--- src/rtl/alu_sequencer.sv ---
// Sequencer for the calculator's W-bit ALU: operand capture, one-cycle ADD/SUB,
// 16-step shift-add MUL and restoring DIV, busy/done handshake, error flag and display value.
module alu_sequencer #(
    parameter int W = 16
) (
    input  logic           hz100,
    input  logic           reset,
    input  logic           clear,
    input  logic           load_a,
    input  logic           load_b,
    input  logic           equal,
    input  logic [3:0]     opcode,
    input  logic [W-1:0]   operand,
    output logic           busy,
    output logic           done,
    output logic           err,
    output logic [2*W-1:0] result,
    output logic [2*W-1:0] disp
);

    localparam logic [3:0] OP_ADD = 4'b0001;
    localparam logic [3:0] OP_SUB = 4'b0010;
    localparam logic [3:0] OP_DIV = 4'b0011;
    localparam logic [3:0] OP_MUL = 4'b0100;
    localparam logic [4:0] LAST_STEP = 5'd15;

    typedef enum logic [2:0] {
        ST_IDLE   = 3'd0,
        ST_HAVE_A = 3'd1,
        ST_HAVE_B = 3'd2,
        ST_READY  = 3'd3,
        ST_EXEC   = 3'd4
    } state_t;

    state_t         state_r, state_nx_s;
    logic [W-1:0]   a_r, b_r;
    logic           a_valid_r, b_valid_r;
    logic [3:0]     op_r;
    logic [4:0]     cnt_r;
    logic [2*W-1:0] acc_r, mcand_r;
    logic [W-1:0]   mplier_r, rem_r, quot_r;
    logic           busy_r, done_r, err_r;
    logic [2*W-1:0] result_r, disp_r;

    logic           load_a_s, load_b_s, start_s, step_s, finish_s, iter_op_s;
    logic [2*W-1:0] mul_acc_nx_s, result_nx_s;
    logic [W:0]     shifted_s, diff_s;
    logic [W-1:0]   rem_nx_s, quot_nx_s;
    logic           err_nx_s;

    assign iter_op_s = (op_r == OP_MUL) || ((op_r == OP_DIV) && (b_r != {W{1'b0}}));

    // One shift-add / restoring-subtract step and the value written on completion.
    always_comb begin
        mul_acc_nx_s = mplier_r[0] ? (acc_r + mcand_r) : acc_r;
        shifted_s    = {rem_r, quot_r[W-1]};
        diff_s       = shifted_s - {1'b0, b_r};
        rem_nx_s     = shifted_s[W-1:0];
        quot_nx_s    = {quot_r[W-2:0], 1'b0};
        if (!diff_s[W]) begin
            rem_nx_s  = diff_s[W-1:0];
            quot_nx_s = {quot_r[W-2:0], 1'b1};
        end else begin
            rem_nx_s  = shifted_s[W-1:0];
        end
        result_nx_s = {2*W{1'b0}};
        err_nx_s    = 1'b0;
        case (op_r)
            OP_ADD: result_nx_s = {{W{1'b0}}, a_r} + {{W{1'b0}}, b_r};
            OP_SUB: result_nx_s = {{W{1'b0}}, a_r} - {{W{1'b0}}, b_r};
            OP_MUL: result_nx_s = mul_acc_nx_s;
            OP_DIV: begin
                if (b_r == {W{1'b0}}) begin
                    err_nx_s = 1'b1;
                end else begin
                    result_nx_s = {{W{1'b0}}, quot_nx_s};
                end
            end
            default: err_nx_s = 1'b1;
        endcase
    end

    // Next-state and control decode; load_a > load_b > equal outside EXEC.
    always_comb begin
        state_nx_s = state_r;
        load_a_s   = 1'b0;
        load_b_s   = 1'b0;
        start_s    = 1'b0;
        step_s     = 1'b0;
        finish_s   = 1'b0;
        case (state_r)
            ST_EXEC: begin
                if (iter_op_s) begin
                    step_s = 1'b1;
                    if (cnt_r == LAST_STEP) begin
                        finish_s   = 1'b1;
                        state_nx_s = ST_READY;
                    end else begin
                        state_nx_s = ST_EXEC;
                    end
                end else begin
                    finish_s   = 1'b1;
                    state_nx_s = ST_READY;
                end
            end
            default: begin
                if (load_a) begin
                    load_a_s = 1'b1;
                    case (state_r)
                        ST_IDLE:   state_nx_s = ST_HAVE_A;
                        ST_HAVE_B: state_nx_s = ST_READY;
                        default:   state_nx_s = state_r;
                    endcase
                end else if (load_b) begin
                    load_b_s = 1'b1;
                    case (state_r)
                        ST_IDLE:   state_nx_s = ST_HAVE_B;
                        ST_HAVE_A: state_nx_s = ST_READY;
                        default:   state_nx_s = state_r;
                    endcase
                end else if (equal && (state_r == ST_READY) && a_valid_r && b_valid_r) begin
                    start_s    = 1'b1;
                    state_nx_s = ST_EXEC;
                end else begin
                    state_nx_s = state_r;
                end
            end
        endcase
    end

    // State register; clear aborts any operation immediately.
    always_ff @(posedge hz100) begin
        if (reset || clear) begin
            state_r <= ST_IDLE;
        end else begin
            state_r <= state_nx_s;
        end
    end

    // Operand, iteration and output registers.
    always_ff @(posedge hz100) begin
        if (reset || clear) begin
            a_r       <= {W{1'b0}};
            b_r       <= {W{1'b0}};
            a_valid_r <= 1'b0;
            b_valid_r <= 1'b0;
            op_r      <= 4'd0;
            cnt_r     <= 5'd0;
            acc_r     <= {2*W{1'b0}};
            mcand_r   <= {2*W{1'b0}};
            mplier_r  <= {W{1'b0}};
            rem_r     <= {W{1'b0}};
            quot_r    <= {W{1'b0}};
            busy_r    <= 1'b0;
            done_r    <= 1'b0;
            err_r     <= 1'b0;
            result_r  <= {2*W{1'b0}};
            disp_r    <= {2*W{1'b0}};
        end else begin
            done_r <= 1'b0;
            if (load_a_s) begin
                a_r       <= operand;
                a_valid_r <= 1'b1;
                disp_r    <= {{W{1'b0}}, operand};
            end
            if (load_b_s) begin
                b_r       <= operand;
                b_valid_r <= 1'b1;
                disp_r    <= {{W{1'b0}}, operand};
            end
            if (start_s) begin
                op_r     <= opcode;
                err_r    <= 1'b0;
                busy_r   <= 1'b1;
                cnt_r    <= 5'd0;
                acc_r    <= {2*W{1'b0}};
                mcand_r  <= {{W{1'b0}}, a_r};
                mplier_r <= b_r;
                rem_r    <= {W{1'b0}};
                quot_r   <= a_r;
            end
            if (step_s) begin
                acc_r    <= mul_acc_nx_s;
                mcand_r  <= {mcand_r[2*W-2:0], 1'b0};
                mplier_r <= {1'b0, mplier_r[W-1:1]};
                rem_r    <= rem_nx_s;
                quot_r   <= quot_nx_s;
                cnt_r    <= cnt_r + 5'd1;
            end
            if (finish_s) begin
                result_r <= result_nx_s;
                disp_r   <= result_nx_s;
                err_r    <= err_nx_s;
                done_r   <= 1'b1;
                busy_r   <= 1'b0;
            end
        end
    end

    assign busy   = busy_r;
    assign done   = done_r;
    assign err    = err_r;
    assign result = result_r;
    assign disp   = disp_r;

endmodule

--- config.mk ---
export PLATFORM = sky130hd
export DESIGN_NAME = alu_sequencer
export DESIGN_NICKNAME = d
export VERILOG_FILES = /design/src/rtl/alu_sequencer.sv
export SDC_FILE = /design/constraint.sdc
export NUM_CORES = 1
export LEC_CHECK = 0
export BUFFER_PORTS_ARGS = -buffer_cell sky130_fd_sc_hd__buf_4
export CAP_MARGIN = 30
export CORE_UTILIZATION = 65
export DETAILED_ROUTE_END_ITERATION = 10
export PLACE_DENSITY = 0.85
export RECOVER_POWER = 100
export SLEW_MARGIN = 20
export SYNTH_ARGS = -nofsm -noshare
export SYNTH_HDL_FRONTEND = slang
export SYNTH_SLANG_ARGS = --single-unit
export TNS_END_PERCENT = 30
--- constraint.sdc ---
create_clock -name hz100 -period 5.25 [get_ports hz100]
set_input_delay 0.525 -clock hz100 [delete_from_list [all_inputs] [get_ports hz100]]
set_output_delay 0.525 -clock hz100 [all_outputs]
set_load 0.1 [all_outputs]
==> results.tsv <==
metric	value	unit
p_leak	0.005742	uW
cp-end-kind	flop	
core	20230	um2
p_comb_frac	0.091	
yosysWarnings	0	
fin_skew	0.01637	ns
p_sw	988.1	uW
post_cts_resized	0	
async_reset_ff_frac	0	
critPathKind	reg2reg	
cts_setup_buffers	0	
cts.sinks	225	
worst_pin_slew	3.528	ns
hold_class	in2reg	
syn2layout_area_growth	9.063	%
netlist-cell-type-count	90	
maxCapViolations	1	
insertedDiodeCount	0	
grt_overflow	0	
arrival	4.79	ns
grt_pass1_vias	12760	
cts_buffer_depth	3	
period_needed	4.317	ns
drt_pass1_iterations	6	
grt_antenna_before_repair	0	
cts_buffers	25	
violations	max-capacitance violations, max-slew violations	
syn_inst	1724	
finalNetCount	1870	
status	finished, violations left	
h-tree-depth	1	
setup_viol_count_final	0	
drtIter0Drc	1444	
maxSlewHeadroom	-1.352	
synth-edff-count	0	
clkTransAtPathRegs	0.07	ns
fin_util	0.7240	
clock.fmax	231.7	MHz
clockPowerShare	0.465	
cts_tree	built	
final_antenna_net_count	0	
p_sw_frac	0.2521	
p_seq_frac	0.444	
hold_buffers	0	
post-place-cells	2001	
grt_use_total	0.4017	
setup_tns	0	ns
hpwl	31490	um
yosysSeqAreaShare	0.3354	
start_util	0.6638	
internal-power	2931	uW
hold_viol	0	
fp-row-count	52	
die-area	21240	um2
maxSlewViolCount	73	
design_area	14650	um2
drcViolationCount	0	
power.total	3919	uW
synth-main-ff-cell	dfxtp_1	
avgRoutedWirePerCell	21.41	um
crit_fanout	20	
vias	13650	
vdd_drop_max	0.2101	mV
syn_nets	1835	
gp_congestion	0.9961	
power_density	267.5	nW/um2
post-route-period-util	0.8222	
die_x	145.8	um
synth_top_area_share	0.3354	
yosys-top-cells-area	dfxtp_1 (34%), nand2_1 (9.1%), ha_1 (7.5%)	
yosysMostFrequentCell	nand2_1	
final_layout_size_suffix_gt1_frac	0.06930	
cts_root_buf	clkbuf_16	
rsz0062_at_grt	false	
place_area	14150	um2
synth_area	13430	um2
ys_seq_elements	225	
synth_common_cells	nand2_1 (327), dfxtp_1 (225), a21oi_1 (156), nor2_1 (124), o21ai_0 (101)	
grt_first_pass_wirelength	68100	um
die_h	145.8	um
wirelength	43780	um
avgSynthCellArea	7.791	um2
final_cells	2045	
netlist.top_cell.by_area	dfxtp_1	
avgViaCountPerCell	6.673	
cp.required	5.72	ns
clk_latency	0.53	ns
grt_start_max_net_pins	92	
io_pins	93	
start_kind	flop	
portBuffers	92	
==> logic make-up after synthesis <==
family,after synthesis,synth area share
and+or+nand+nor,651,0.2167
AOI/OAI and AO/OA,522,0.2560
DFF,225,0.3354
buffers and inverters,157,0.04974
adders and majority gates,85,0.08142
muxes,44,0.03419
xor gates and xnor gates,40,0.02664
==> worst paths after layout <==
kind	to	slack, ns	from	cells past startpoint
worst max register to register	result[30]	0.93	op_r[2]	9
worst min register to register	result[28]	0.45	result[28]	2
worst min-delay path	op_r[0]	0.26	opcode[0]	3
worst max-delay path	result[30]	0.93	op_r[2]	9
==> critical path, cell delays in order (launching register included) <==
cell	delay, ns
dfxtp_1	0.50
nor4b_1	0.27
clkbuf_1	0.81
a41o_1	0.30
a21oi_1	0.21
clkbuf_1	0.41
nor2_1	1.08
buf_4	0.44
a21oi_1	0.11
nand2_1	0.10
==> power by group through the flow <==
stage | clock network [uW] | registers (uW) | logic (uW)
floorplan | 0 | 1820 | 219
global placement | 0 | 1780 | 353
detailed placement | 0 | 1780 | 359
CTS | 1820 | 1740 | 362
global route | 1890 | 1740 | 381
finish | 1820 | 1740 | 358
==> through the flow <==
stage / setup slack [ns] / hold WS [ns]
2_1_floorplan: 2.496 / 0.4323
3_3_place_gp: 1.618 / 0.4266
3_5_place_dp: 1.566 / 0.4334
4_1_cts: 1.543 / 0.2511
5_1_grt: 0.8735 / 0.2613
6_report: 0.9332 / 0.2630
==> area by class of cell <==
| class | instances | area (um2) |
|---|---|---|
| Clock inverter | 14 | 178.9 |
| Timing Repair Buffer | 113 | 563.0 |
| Fill cell | 1712 | 5585 |
| Sequential cell | 225 | 4504 |
| Multi-Input combinational cell | 1342 | 8209 |
| Inverter | 52 | 195.2 |
| Tap cell | 270 | 337.8 |
| Clock buffer | 29 | 660.6 |
==> layer usage <==
metal / routed length (um) / up-vias / part of all wire / global-route usage
li1: - / 6301 / - / -
met1: 16630 / 6400 / 0.38 / 0.4813
met2: 20770 / 770 / 0.47 / 0.6854
met3: 3643 / 176 / 0.083 / 0.05078
met4: 2741 / 0 / 0.063 / 0.2489
met5: 0 / - / 0 / 0
==> registers in the layout, indices dropped and copies added (netlist names) <==
signal	count
state_r	3
mcand_r	32
result	32
quot_r	16
cnt_r	5
a_r	16
b_valid_r	1
disp	32
busy	1
a_valid_r	1
done	1
op_r	4
rem_r	16
b_r	16
acc_r	32
mplier_r	16
err	1
==> layout by cell type, fill, tap and decap left out, drive strengths merged, types with 11 or more instances in the layout <==
| cell | count |
|---|---|
| or3 | 11 |
| a211oi | 19 |
| mux2 | 15 |
| xnor2 | 27 |
| xor2 | 13 |
| a21oi | 157 |
| a31oi | 51 |
| nand3 | 67 |
| and3 | 15 |
| o21ai | 104 |
| nor2 | 127 |
| nor2b | 12 |
| nor3 | 22 |
| o21a | 18 |
| a311oi | 20 |
| inv | 53 |
| ha | 81 |
| buf | 37 |
| nand4 | 16 |
| nand2 | 327 |
| mux2i | 29 |
| a21o | 27 |
| o211ai | 19 |
| dfxtp | 225 |
| clkbuf | 105 |
Power figures use the tool's default switching activity.
